## src/rtl/quad_speed_sampler.sv

```systemverilog
`default_nettype none
// ============================================================================
//  Module      : quad_speed_sampler
//  Description : Sequences one quadrature decoder channel. It owns the
//                decoder reset, samples its count at a fixed period, and
//                publishes speed (count delta) plus a stall flag.
//  Revision    : 1.0 - initial release
// ============================================================================
module quad_speed_sampler #(
    parameter int SAMPLE_DIV    = 100000,
    parameter int RST_CYCLES    = 4,
    parameter int SETTLE_CYCLES = 3,
    parameter int STALL_SAMPLES = 8
) (
    input  logic        clk,
    input  logic        rst,
    input  logic        en,
    input  logic        zero_req,
    input  logic [31:0] cnt_in,
    input  logic        dir_in,
    output logic        dec_rst_n,
    output logic        ready,
    output logic [31:0] speed,
    output logic        speed_valid,
    output logic        dir_out,
    output logic        stalled,
    output logic [15:0] sample_cnt
);

    localparam int c_timer_w  = $clog2(SAMPLE_DIV);
    localparam int c_hold_max = (RST_CYCLES > SETTLE_CYCLES) ? RST_CYCLES : SETTLE_CYCLES;
    localparam int c_hold_w   = $clog2(c_hold_max + 1);
    localparam int c_stall_w  = $clog2(STALL_SAMPLES + 1);

    localparam logic [c_timer_w-1:0] c_timer_last  = c_timer_w'(SAMPLE_DIV - 1);
    localparam logic [c_hold_w-1:0]  c_rst_last    = c_hold_w'(RST_CYCLES - 1);
    localparam logic [c_hold_w-1:0]  c_settle_last = c_hold_w'(SETTLE_CYCLES - 1);
    localparam logic [c_stall_w-1:0] c_stall_max   = c_stall_w'(STALL_SAMPLES);

    typedef enum logic [1:0] {
        ST_INIT   = 2'd0,
        ST_SETTLE = 2'd1,
        ST_RUN    = 2'd2
    } state_t;

    state_t                 state_q, state_d;
    logic [c_hold_w-1:0]    hold_q, hold_d;
    logic [c_timer_w-1:0]   timer_q, timer_d;
    logic [31:0]            prev_cnt_q, prev_cnt_d;
    logic [c_stall_w-1:0]   stall_run_q, stall_run_d;
    logic [31:0]            speed_q, speed_d;
    logic                   speed_valid_q, speed_valid_d;
    logic                   dir_out_q, dir_out_d;
    logic                   stalled_q, stalled_d;
    logic [15:0]            sample_cnt_q, sample_cnt_d;
    logic                   dec_rst_n_q, dec_rst_n_d;
    logic                   ready_q, ready_d;

    logic [31:0]            w_delta;
    logic [c_stall_w-1:0]   w_stall_inc;

    // Modular subtraction: a decoder wrap still yields the small signed delta.
    assign w_delta     = cnt_in - prev_cnt_q;
    assign w_stall_inc = (stall_run_q == c_stall_max) ? stall_run_q
                                                      : stall_run_q + c_stall_w'(1);

    always_comb begin
        state_d       = state_q;
        hold_d        = hold_q;
        timer_d       = timer_q;
        prev_cnt_d    = prev_cnt_q;
        stall_run_d   = stall_run_q;
        speed_d       = speed_q;
        speed_valid_d = 1'b0;
        dir_out_d     = dir_out_q;
        stalled_d     = stalled_q;
        sample_cnt_d  = sample_cnt_q;

        case (state_q)
            ST_INIT: begin
                if (hold_q == c_rst_last) begin
                    state_d = ST_SETTLE;
                    hold_d  = '0;
                end else begin
                    hold_d = hold_q + c_hold_w'(1);
                end
            end
            ST_SETTLE: begin
                if (hold_q == c_settle_last) begin
                    state_d = ST_RUN;
                    hold_d  = '0;
                end else begin
                    hold_d = hold_q + c_hold_w'(1);
                end
            end
            ST_RUN: begin
                // A zero request outranks a coincident sample.
                if (zero_req) begin
                    state_d      = ST_INIT;
                    hold_d       = '0;
                    timer_d      = '0;
                    prev_cnt_d   = '0;
                    stall_run_d  = '0;
                    speed_d      = '0;
                    stalled_d    = 1'b0;
                    sample_cnt_d = '0;
                end else if (!en) begin
                    timer_d = '0;
                end else if (timer_q == c_timer_last) begin
                    timer_d       = '0;
                    speed_d       = w_delta;
                    prev_cnt_d    = cnt_in;
                    dir_out_d     = dir_in;
                    sample_cnt_d  = sample_cnt_q + 16'd1;
                    speed_valid_d = 1'b1;
                    if (w_delta == 32'd0) begin
                        stall_run_d = w_stall_inc;
                        stalled_d   = (w_stall_inc == c_stall_max);
                    end else begin
                        stall_run_d = '0;
                        stalled_d   = 1'b0;
                    end
                end else begin
                    timer_d = timer_q + c_timer_w'(1);
                end
            end
            default: begin
                state_d = ST_INIT;
                hold_d  = '0;
            end
        endcase

        dec_rst_n_d = (state_d != ST_INIT);
        ready_d     = (state_d == ST_RUN);
    end

    always_ff @(posedge clk or negedge rst) begin
        if (!rst) begin
            state_q       <= ST_INIT;
            hold_q        <= '0;
            timer_q       <= '0;
            prev_cnt_q    <= '0;
            stall_run_q   <= '0;
            speed_q       <= '0;
            speed_valid_q <= 1'b0;
            dir_out_q     <= 1'b0;
            stalled_q     <= 1'b0;
            sample_cnt_q  <= '0;
            dec_rst_n_q   <= 1'b0;
            ready_q       <= 1'b0;
        end else begin
            state_q       <= state_d;
            hold_q        <= hold_d;
            timer_q       <= timer_d;
            prev_cnt_q    <= prev_cnt_d;
            stall_run_q   <= stall_run_d;
            speed_q       <= speed_d;
            speed_valid_q <= speed_valid_d;
            dir_out_q     <= dir_out_d;
            stalled_q     <= stalled_d;
            sample_cnt_q  <= sample_cnt_d;
            dec_rst_n_q   <= dec_rst_n_d;
            ready_q       <= ready_d;
        end
    end

    assign dec_rst_n   = dec_rst_n_q;
    assign ready       = ready_q;
    assign speed       = speed_q;
    assign speed_valid = speed_valid_q;
    assign dir_out     = dir_out_q;
    assign stalled     = stalled_q;
    assign sample_cnt  = sample_cnt_q;

endmodule
`default_nettype wire

```

## config.mk

```make
export PLATFORM = sky130hd
export DESIGN_NAME = quad_speed_sampler
export DESIGN_NICKNAME = d
export VERILOG_FILES = /design/src/rtl/quad_speed_sampler.sv
export SDC_FILE = /design/constraint.sdc
export NUM_CORES = 1
export LEC_CHECK = 0
export CORE_MARGIN = 2
export CORE_UTILIZATION = 45
export CTS_CLUSTER_SIZE = 8
export DETAILED_ROUTE_END_ITERATION = 12
export GPL_ROUTABILITY_DRIVEN = 1
export HOLD_SLACK_MARGIN = 0.03
export PLACE_DENSITY = 0.77
export SLEW_MARGIN = 15
export SYNTH_ARGS = -nofsm -noshare
export SYNTH_HDL_FRONTEND = slang
export SYNTH_SLANG_ARGS = --single-unit
```

## constraint.sdc

```tcl
create_clock -name clk -period 4.5 [get_ports clk]
set_input_delay 0.9 -clock clk [delete_from_list [all_inputs] [get_ports clk]]
set_output_delay 0.9 -clock clk [all_outputs]
set_load 0.02 [all_outputs]
```

-- Yosys cells after proc, flatten, opt, wreduce, memory -nomap -nowiden
Index checks and enable logic that the tools add are counted.
- equal/unequal tests: 9
- reduce and logical (&&, ||, !) cells: 7
- bitwise gates (word level): 1
- multiplexer cells: 33
- $add $sub $neg: 5
- operator list (cell ; count):
    32-bit 2-to-1 mux ; 6
    17-bit 2-to-1 mux ; 3
    16-bit 2-to-1 mux ; 3
    32-bit zero test ; 1
    32-bit subtractor ; 1
    4-bit 2-to-1 mux ; 5
    17-bit by 1-bit adder with 17-bit output, second input constant ; 1
    17-bit equality test, second input constant ; 1
    16-bit by 1-bit adder with 16-bit output, second input constant ; 1
    3-bit 2-to-1 mux ; 3
    3-bit one-hot mux with 3 select lines ; 1
    4-bit equality test, second input constant ; 2
    1-bit 2-to-1 mux ; 8
    3-bit by 2-bit equality test with 1-bit output, second input constant ; 2
    2-bit 2-to-1 mux ; 3
    2-bit one-hot mux with 3 select lines ; 1
    2-bit nonzero test ; 3
    4-bit by 1-bit adder with 4-bit output, second input constant ; 1
    2-bit equality test, second input constant ; 2
    4-bit AND reduction ; 1
    3-bit by 1-bit adder with 3-bit output, second input constant ; 1
    3-bit AND reduction ; 1
    2-bit by 1-bit equality test with 1-bit output, second input constant ; 1
    2-bit zero test ; 1
    2 further kinds ; 2
- register bits: 111

-- Longest topological paths before layout
Gate-level depths: netlist of run 1.
- word-level depth: 7
- mapped depth: 12
- depth with buffers taken out: 12

-- Worst setup path after synthesis of run 1
OpenSTA, ideal clock, no wires.
- path type: input port to flip-flop
- start point: input port cnt_in[0]
- end point: register stalled_q (netlist: stalled)
- required time: 4408 ps
- stages: 12
- data arrival time: 3695 ps
- path buffers: 0
- setup time: 92 ps
- slack: 713 ps
- cell sequence: inv_1 -> ha_1 -> fa_1 -> nand2b_1 -> a211o_1 -> a2111oi_2 -> o21ai_0 -> a21oi_1 -> o221ai_1 -> nor4_1 -> nand3_2 -> o31ai_2
- word-level cells in the longest chain between the ends: 6
- RTL lines (element ; line ; source):
    start, declared ; 19 ; input logic [31:0] cnt_in,
    32-bit subtractor ; 63 ; assign w_delta = cnt_in - prev_cnt_q;
    32-bit zero test ; 116 ; if (w_delta == 32'd0) begin
    1-bit 2-to-1 mux ; 116 ;
    1-bit 2-to-1 mux ; 109 ; end else if (timer_q == c_timer_last) begin
    1-bit 2-to-1 mux ; 107 ; end else if (!en) begin
    1-bit 2-to-1 mux ; 98 ; if (zero_req) begin
    end signal, assigned ; 160 ; stalled_q <= stalled_d;
    end, declared ; 54 ; logic stalled_q, stalled_d;
No other way between the ends. The select of a mux whose other input is x is not followed.
A chain may end at the register's enable or synchronous reset.

-- Worst setup path after layout of run 1
Ends and elaborated chain as after synthesis.

==> results of run 1 <==
registers in the layout (all words and copies together), names as in the netlist:
register / count
prev_cnt_q: 32
speed: 32
timer_q: 17
sample_cnt: 16
stall_run_q: 4
hold_q: 3
state_q: 2
dec_rst_n: 1
dir_out: 1
ready: 1
speed_valid: 1
stalled: 1
worst register-to-register path, cell delays in order, from the launching register on:
cell and delay, ns:
dfrtp_1 0.40, ha_1 0.20, fa_1 0.40, nand2b_1 0.19
a211o_1 0.36, a21oi_1 0.39, o31ai_1 0.16, a221oi_1 0.46
nand4b_4 0.16, nor4_4 0.34, nand3_2 0.16, o31ai_2 0.23
layout make-up:
class / count / area share [%]
tap: 188 / 2.815
clock inverter: 1 / 0.3593
timing repair buffer: 105 / 12.07
multi-input combinational: 613 / 46.19
clock buffer: 13 / 2.994
inverter: 52 / 2.336
sequential: 111 / 33.24
metrics by stage:
| step | power [mW] | setup TNS [ns] | cells |
|---|---|---|---|
| floorplan | 2.320 | 0 | 803 |
| global placement | 2.715 | 0 | 1069 |
| detailed placement | 2.745 | -0.07856 | 1069 |
| CTS | 3.559 | 0 | 1083 |
| global route | 3.808 | 0 | 1083 |
| finish | 3.573 | 0 | 1083 |
routing by layer:
layer / GRT usage (%) / vias up / wire [um]
li1: - / 3043 / -
met1: 29.74 / 2991 / 8066
met2: 37.06 / 175 / 8410
met3: 2.838 / 29 / 734
met4: 9.567 / 0 / 432
met5: 0 / - / 0
cell usage after synthesis, drive strengths merged, types with 10 or more instances:
library cell  instances
a21o                 11
a21oi                47
a22o                 15
and3                 15
clkbuf               21
dfrtp               111
ha                   41
inv                  52
nand2               117
nand3                23
nand4                18
nor2                 59
nor2b                11
nor3                 15
o21ai                72
or3                  10
xnor2                14
xor2                 21
power by group through the flow:
stage / combinational, mW / clock, mW / sequential [mW]
6_report: 1.57 / 0.805 / 1.20
5_1_grt: 1.74 / 0.853 / 1.22
4_1_cts: 1.54 / 0.817 / 1.20
3_5_place_dp: 1.53 / 0 / 1.22
3_3_place_gp: 1.50 / 0 / 1.21
2_1_floorplan: 1.12 / 0 / 1.20
cell families (layout without fill, tap and decap cells):
| group | count (synthesis) | count (layout) |
|---|---|---|
| simple gates | 312 | 312 |
| compound gates | 220 | 220 |
| flops | 111 | 111 |
| buf+inv | 79 | 171 |
| fa+ha+maj | 42 | 42 |
| xor+xnor | 35 | 35 |
| mux | 4 | 4 |
worst max-delay path by stage:
stage / startpoint / end / slack (ns) / cells after the start
after detailed placement: cnt_in[0] / stalled / -0.07 / 13
after CTS: cnt_in[0] / stalled / 0.30 / 13
after floorplan: cnt_in[0] / stalled / 0.71 / 12
after global routing: cnt_in[0] / stalled / 0.08 / 13
after global placement: cnt_in[0] / stalled / 0.07 / 13
final: cnt_in[0] / stalled / 0.28 / 13
==> out/results.ini, run 1 <==
[synthesis]
synth_compound_area_share_pct=20.50
synth_area_leader_cell=dfrtp_1
synth_edf_count=0
synth_area_leaders=dfrtp_1, ha_1, nand2_1
syn_area_per_cell_um2=8.634
yosysSeqAreaShare_pct=40.06
yosys-mux-area-fraction_pct=0.5775
yosysWarningCount=0
synth-adder-area-share_pct=7.688
synth_top_area_share_pct=40.06
syn_inst=803
ys.flop_type=dfrtp_1
synth.net_count=882
synth-seq-cells=111
async_flop_share_pct=100.0
synthXorXnorAreaFrac_pct=4.422
synth_top_family_by_area=simple AND/OR/NAND/NOR gates
synth_cell_types=65
yosys.area_share.simple_pct=22.36
syn_area_um2=6933

[power_and_ir_drop]
power_frac_seq_pct=33.6
clkPwrFrac_pct=22.5
switchingPower_mw=1.422
power.density_nw_per_um2=427.6
internal-power_mw=2.151
switching_share_pct=39.81
max-vdd-ir-drop_mv=0.2153
comb_power_share_pct=43.8
leakage_nw=3.616

[detailed_routing]
drt_iter0_drc=556
wl_per_cell_um=16.29
viasPerCell=5.760
wl_mm=17.64
drtPass1Iterations=5
vias=6238
drc=0
ant_nets=0

[clock_network]
cts_tree=built
cts.sinks=111
cts_root_buf=clkbuf_16
htree_levels=3
insertion_delay_ns=0.36
clk_pin_slew_worst_paths_ns=0.07
cts_made_buffers=9
cts_resized=0
postCtsSetupRepairBufs=0
hold_buffers=0
clk_path_buf_depth=2

[layout]
layout-drive-gt1-share_pct=4.581
areaGrowthSynthToFinish_pct=20.54
fillCellCount=1360
final_core_util_pct=55.18
layout_common_cells=nand2_1, dfrtp_1, clkdlybuf4s50_1
finish.instance_area_um2=8357
layout_commonest_cell=nand2_1
diodes=0
layout.area.seq_um2=2778
multi_input_area_um2=3860
num-nets-final=971

[setup_path]
r2r_slack_ns=0.95
crit_fanout=7
cp.buffers_inverters=2
critPathMaxStageDelay_ns=0.46
critPathLaunchType=primary input
arrival_ns=4.48
r2r_start=prev_cnt_q[0]
worstSetupEndpointType=flop
crit_slowest_cell=clkdlybuf4s50_1
setup.worst_path.class=in2reg
critPathTopFamily=compound AO/OA/AOI/OAI gates
reg2reg_to=stalled
path_cells=clkdlybuf4s50_1 > inv_1 > ha_1 > fa_1 > nand2b_1 > a211o_1 > a21oi_1 > o31ai_1 > a221oi_1 > nand4b_4 > nor4_4 > nand3_2 > o31ai_2
r2r_cells=11
required_ns=4.77

[place]
port_buffers=89
gp_congestion=0.9712
dp_hpwl_mm=13.01
post_dp_cell_area_um2=8077
post-place-ws_ns=-0.06913

[grt]
antenna_found_initial=0
first_global_vias=5984
grt_max_degree=67
grt_pass1_wl_mm=29.47
gr-total-overflow=0
grt_use_total_pct=22.42

[min_path]
min_path_cells=2
hp-start=speed[14]
holdPathEnd=speed[14]
hp-class=reg2reg

[timing]
maxSlewHeadroom_pct=34.49
setup_viol=0
worst_pin_slew_ns=0.9746
period_share_pct=93.67
max_freq_mhz=237.2
hold_viol_final=0
fin_skew_ns=0.005388
finalMaxSlewViolations=0
fin_crit_ns=4.215
rsz0062_at_grt=no
hold-worst-slack_ns=0.4669
fin_ws_ns=0.2848

[die]
rows=45
fp.coreArea_um2=15150
start_util_pct=45.77
die_area_um2=16410
ios=90
die_w_um=128.1
fp.dieH_um=128.1

[job]
maxCapViolCount=0

[run_status]
status=finished, final reports clean

(Power assumes the default switching activity.)
==> run 2: changes to the inputs <==
--- a/config.mk
+++ b/config.mk
@@ -7,4 +7,4 @@
 export LEC_CHECK = 0
-export CORE_MARGIN = 2
-export CORE_UTILIZATION = 45
+export CORE_MARGIN = 4
+export CORE_UTILIZATION = 33
 export CTS_CLUSTER_SIZE = 8
@@ -13,3 +13,3 @@
 export HOLD_SLACK_MARGIN = 0.03
-export PLACE_DENSITY = 0.77
+export PLACE_DENSITY = 0.62
 export SLEW_MARGIN = 15
==> constraint.sdc (replaced) <==
create_clock -name clk -period 4.5 [get_ports clk]
set_input_delay 1.35 -clock clk [delete_from_list [all_inputs] [get_ports clk]]
set_output_delay 1.35 -clock clk [all_outputs]
set_load 0.02 [all_outputs]
==> out/results.ini, run 2 (synthesis results as in run 1) <==
[setup_path]
arrival_ns=4.69
required_ns=4.77
r2r_cells=13
r2r_slack_ns=1.10
crit_start=cnt_in[1]
r2r_start=prev_cnt_q[0]
worstSetupEndpointType=flop
crit_fanout=4
reg2reg_to=stalled
setup.worst_path.class=in2reg
crit_end=stalled
critPathLaunchType=primary input

[die]
fp.dieH_um=152.9
ios=90
rows=52
die_area_um2=23390
start_util_pct=33.94
die_w_um=152.9
fp.coreArea_um2=20430

[min_path]
hp-start=dir_out
min_path_cells=2
hp-class=reg2reg

[timing]
worst_pin_slew_ns=0.8807
setup_viol=0
period_share_pct=98.19
fin_crit_ns=4.419
max_freq_mhz=226.3
fin_skew_ns=0.009583
fin_ws_ns=0.08147
hold-worst-slack_ns=0.4752
hold_viol_final=0
maxSlewHeadroom_pct=41.07
fin_setup_tns_ns=0
finalMaxSlewViolations=0

[clock_network]
insertion_delay_ns=0.36
cts_root_buf=clkbuf_16
cts_made_buffers=9
hold_buffers=0
clk_pin_slew_worst_paths_ns=0.07
cts_tree=built
htree_levels=3
cts.sinks=111
clk_path_buf_depth=2

[detailed_routing]
drc=0
drt_iter0_drc=390
vias=6489
drtPass1Iterations=5
wl_mm=19.43
viasPerCell=5.171
ant_nets=0
wl_per_cell_um=15.48

[grt]
antenna_found_initial=0
gr-total-overflow=0
grt_max_degree=62
first_global_vias=6369
grt_pass1_wl_mm=31.86
grt_use_total_pct=16.40

[job]
maxCapViolCount=0

[place]
dp_hpwl_mm=14.80
dp.cells=1238
gp_congestion=0.9013
post-place-ws_ns=-0.3066
port_buffers=89

[layout]
num-nets-final=1059
diodes=0
layout_commonest_cell=nand2_1
final_cells=1255
areaGrowthSynthToFinish_pct=33.50
layout_common_cells=nand2_1, dfrtp_1, buf_4
layout-drive-gt1-share_pct=15.13

[power_and_ir_drop]
max-vdd-ir-drop_mv=0.2433
leakage_nw=4.086
power.density_nw_per_um2=443.4
design_power_total_mw=4.104

[run_status]
status=finished, final reports clean

-- run 2: cell count changes in the layout (fill, tap and decap cells not counted), moves of 2 or more --
cell / delta
buf_4: +87
a21oi_1: -5
a21oi_2: +5
clkbuf_1: -3
inv_6: +2
nand2b_1: -2
o21ai_0: -2
o21ai_1: +2
-- run 2: final cells by class --
type | instances | area, um^2
fillers | 2047 | 11170
multi-input cells | 613 | 3946
flip-flops and latches | 111 | 2778
repair buffers | 193 | 1684
well taps | 270 | 337.8
clock buffers | 10 | 239.0
inverters | 52 | 195.2
clock inverters | 6 | 75.07
-- run 2: critical path, stage by stage --
cell and delay, ns:
clkdlybuf4s50_1 0.50, inv_1 0.09, fa_2 0.39, nand2b_4 0.15, a211o_4 0.37, a2111oi_4 0.36
buf_4 0.18, o21ai_0 0.11, a21oi_1 0.22, o221ai_1 0.17, nor4_1 0.28, buf_4 0.18
nand3_2 0.10, o31ai_2 0.22
-- run 2: worst min path at each step --
stage | endpoint | slack [ns]
floorplan | timer_q[1] | 0.46
global placement | speed[14] | 0.46
detailed placement | speed[14] | 0.47
CTS | speed[14] | 0.48
global route | speed[14] | 0.52
finish | dir_out | 0.48
-- run 2: per-layer routing --
metal  vias to the layer above  wire length (um)  global-route usage [%]
met5                         -                 0                       0
met4                         0               229                   2.843
met3                        14               847                   3.732
met2                       146              9440                   28.16
met1                      3118              8911                   21.54
li1                       3211                 -                       -
-- run 2: per-stage QoR --
| step | utilization [%] | instance area [um^2] |
|---|---|---|
| after detailed placement | 43.31 | 8847 |
| after global placement | 43.31 | 8847 |
| after CTS | 44.84 | 9161 |
| after global routing | 45.30 | 9255 |
| after floorplan | - | 6933 |
| final | 45.30 | 9255 |
-- run 2: where the power goes --
group | leakage (nW) | internal, mW | switching, mW
combinational | 2.40 | 0.930 | 1.11
clock | 0.152 | 0.457 | 0.406
sequential | 1.53 | 1.12 | 0.0785
-- run 2: what timing repair did --
| item | 4_1_cts | 5_1_grt |
|---|---|---|
| buffers inserted | 0 | 1 |
| endpoints found under the setup margin | 0 | 5 |
| resized for setup | 0 | 20 |
==> variant (settings of run 1) <==
Make the reset (`rst`) synchronous in one clocked block.
--- a/src/rtl/quad_speed_sampler.sv
+++ b/src/rtl/quad_speed_sampler.sv
@@ -136,3 +136,3 @@
 
-    always_ff @(posedge clk or negedge rst) begin
+    always_ff @(posedge clk) begin
         if (!rst) begin
Behaviour: differs if rst is asserted again (counterexample within 10 cycles, from zero or initial values and one cycle with rst low); with rst held inactive, the same outputs for 10 cycles.
==> variant against run 1 <==
- via count shrank 7.6%
- sequential share of layout area shrank 4.9 points
- sequential cell count stayed put
- synthesized cell count down 4.9%
- final area is 6.3% lower
- utilization increased by 1.0 points
- synthesized area fell by 7.0%
- cell count fell by 5.1%
- wire length fell by 12%
- setup slack worse by 22 ps
Power is not compared: it rests on default switching activity, and its combinational part moved more than twofold at a synthesized area within 25%.
==> variant: results (changes against run 1) <==
The run finished with clean final reports. The quantity of gates resized following cts was 0 (unchanged); the synthesized-area fraction occupied by xor and xnor cells was 7.07% (+2.6 points). The tools report the placer congestion estimate as 0.939 (-3.3%). The multiplexer share of the synthesized area is 0.466% (-0.11 points).

The number of nets in the layout was 922 (-5.0%). For the estimated wirelength of the detail-placed design, the log shows 11600 µm (-11%). The instance count of the mapped netlist is 764 (-4.9%), and the average wire per standard cell is 15.0 µm (-7.8%). The peak supply drop is 0.000174 V. The commonest cells after synthesis are sky130_fd_sc_hd__dfxtp_1, sky130_fd_sc_hd__nand2_1, sky130_fd_sc_hd__nor2_1, sky130_fd_sc_hd__a22o_1, sky130_fd_sc_hd__inv_1.

The instance area at placement came out at 0.00754 mm² (-6.7%). The data arrival time at the worst-slack endpoint is 4540 ps (+60 ps). The number of distinct standard cells referenced by the synthesized netlist is 70 (+7.7%), and the number of cells traversed by the worst register-to-register path is 12 (+1). Number of fill cells: 1279 (-6.0%). For the largest net degree at the start of global routing, the log shows 54 (-19%).

The run gives 8.53 ps (+3.14 ps) as the setup clock skew after layout. The proportion of register bits with asynchronous set or reset after synthesis is 0% (-100 points), and the worst-case setup slack after placement is -31.9 ps (+37.3 ps). Following the worst setup path forward leads to its endpoint at stall_run_q[0]. For the number of clock buffers inserted by TritonCTS, the log shows 9 (unchanged). The final standard cell count with taps included and fillers excluded is 1028 (-5.1%), and the number of global-route vias before repair is 5170 (-14%). The highest fanout seen on the critical path works out to 5 (-2).

For the register-to-register setup slack, the log shows 990 ps (+40 ps). In this run the critical register-to-register path is launched from prev_cnt_q[0]. The via count was 5763 (-7.6%); the violation count after the first detailed-routing iteration was 372 (-33%). The antenna cell count is 0 (unchanged), and the share of cells above drive strength 1 is 6.49% (+1.9 points).

The run gives 34.5% (-5.6 points) as the register area share after synthesis. Total combinational power: 0.317 mW. For this run, the leading register cell type out of synthesis is sky130_fd_sc_hd__dfxtp_1.

The first-pass GRT wire length is 25300 µm (-14%), and the compound-cell area share of the yosys netlist is 25.4% (+4.9 points). The synthesized netlist net count was 843 (-4.4%); the arithmetic-cell share of the synthesized area counting full adders, half adders and majority gates was 8.27% (+0.58 points). The normalized max-slew margin was 55.4% (+21 points).

The aggregate global-route resource usage came out at 20.8% (-1.6 points). After synthesis, the cell types taking the most area are sky130_fd_sc_hd__dfxtp_1, sky130_fd_sc_hd__ha_1, sky130_fd_sc_hd__a22o_1.
==> variant: changes by cell type after synthesis, sizes merged, moves of 9 or more <==
cell / change
a21oi: -10
a22o: +37
dfrtp: -111
dfxtp: +111
nand2: -47
nand3: -11
nor2: +9
o21ai: -26
xnor2: +14
==> variant: worst max-delay path, cell delays in order <==
cell and delay [ps]:
sky130_fd_sc_hd__clkdlybuf4s50_1 450, sky130_fd_sc_hd__inv_1 60, sky130_fd_sc_hd__ha_1 210, sky130_fd_sc_hd__fa_1 390
sky130_fd_sc_hd__nand2b_1 180, sky130_fd_sc_hd__a21oi_2 250, sky130_fd_sc_hd__o22ai_4 130, sky130_fd_sc_hd__a2111oi_4 480
sky130_fd_sc_hd__a21oi_1 140, sky130_fd_sc_hd__xnor2_1 180, sky130_fd_sc_hd__nor4_2 400, sky130_fd_sc_hd__nand4_2 230
sky130_fd_sc_hd__a2111oi_0 410, sky130_fd_sc_hd__a21o_1 130
==> variant: area by class of cell <==
class	count	area [µm²]	share of cell area, %
clock buffer	10	239	3.05
clock inverter	6	56.3	0.719
inverter	53	199	2.54
multi-input combinational	563	3880	49.5
sequential	111	2220	28.4
tap	180	225	2.88
timing repair buffer	105	1010	12.9
==> variant: layer usage <==
metal	track usage [%]	wire [µm]
met3	4.44	809
met2	33.1	7030
met5	0	0
met1	28.6	7330
met4	5.40	268
==> variant: worst min-delay path by stage <==
stage                   startpoint             end  cells past startpoint  slack (ps)
floorplan           prev_cnt_q[10]  prev_cnt_q[10]                      1         450
global placement         speed[24]       speed[24]                      2         430
detailed placement       speed[20]       speed[20]                      2         440
CTS                      speed[20]       speed[20]                      2         460
global route             speed[20]       speed[20]                      2         490
finish                   speed[20]       speed[20]                      2         460
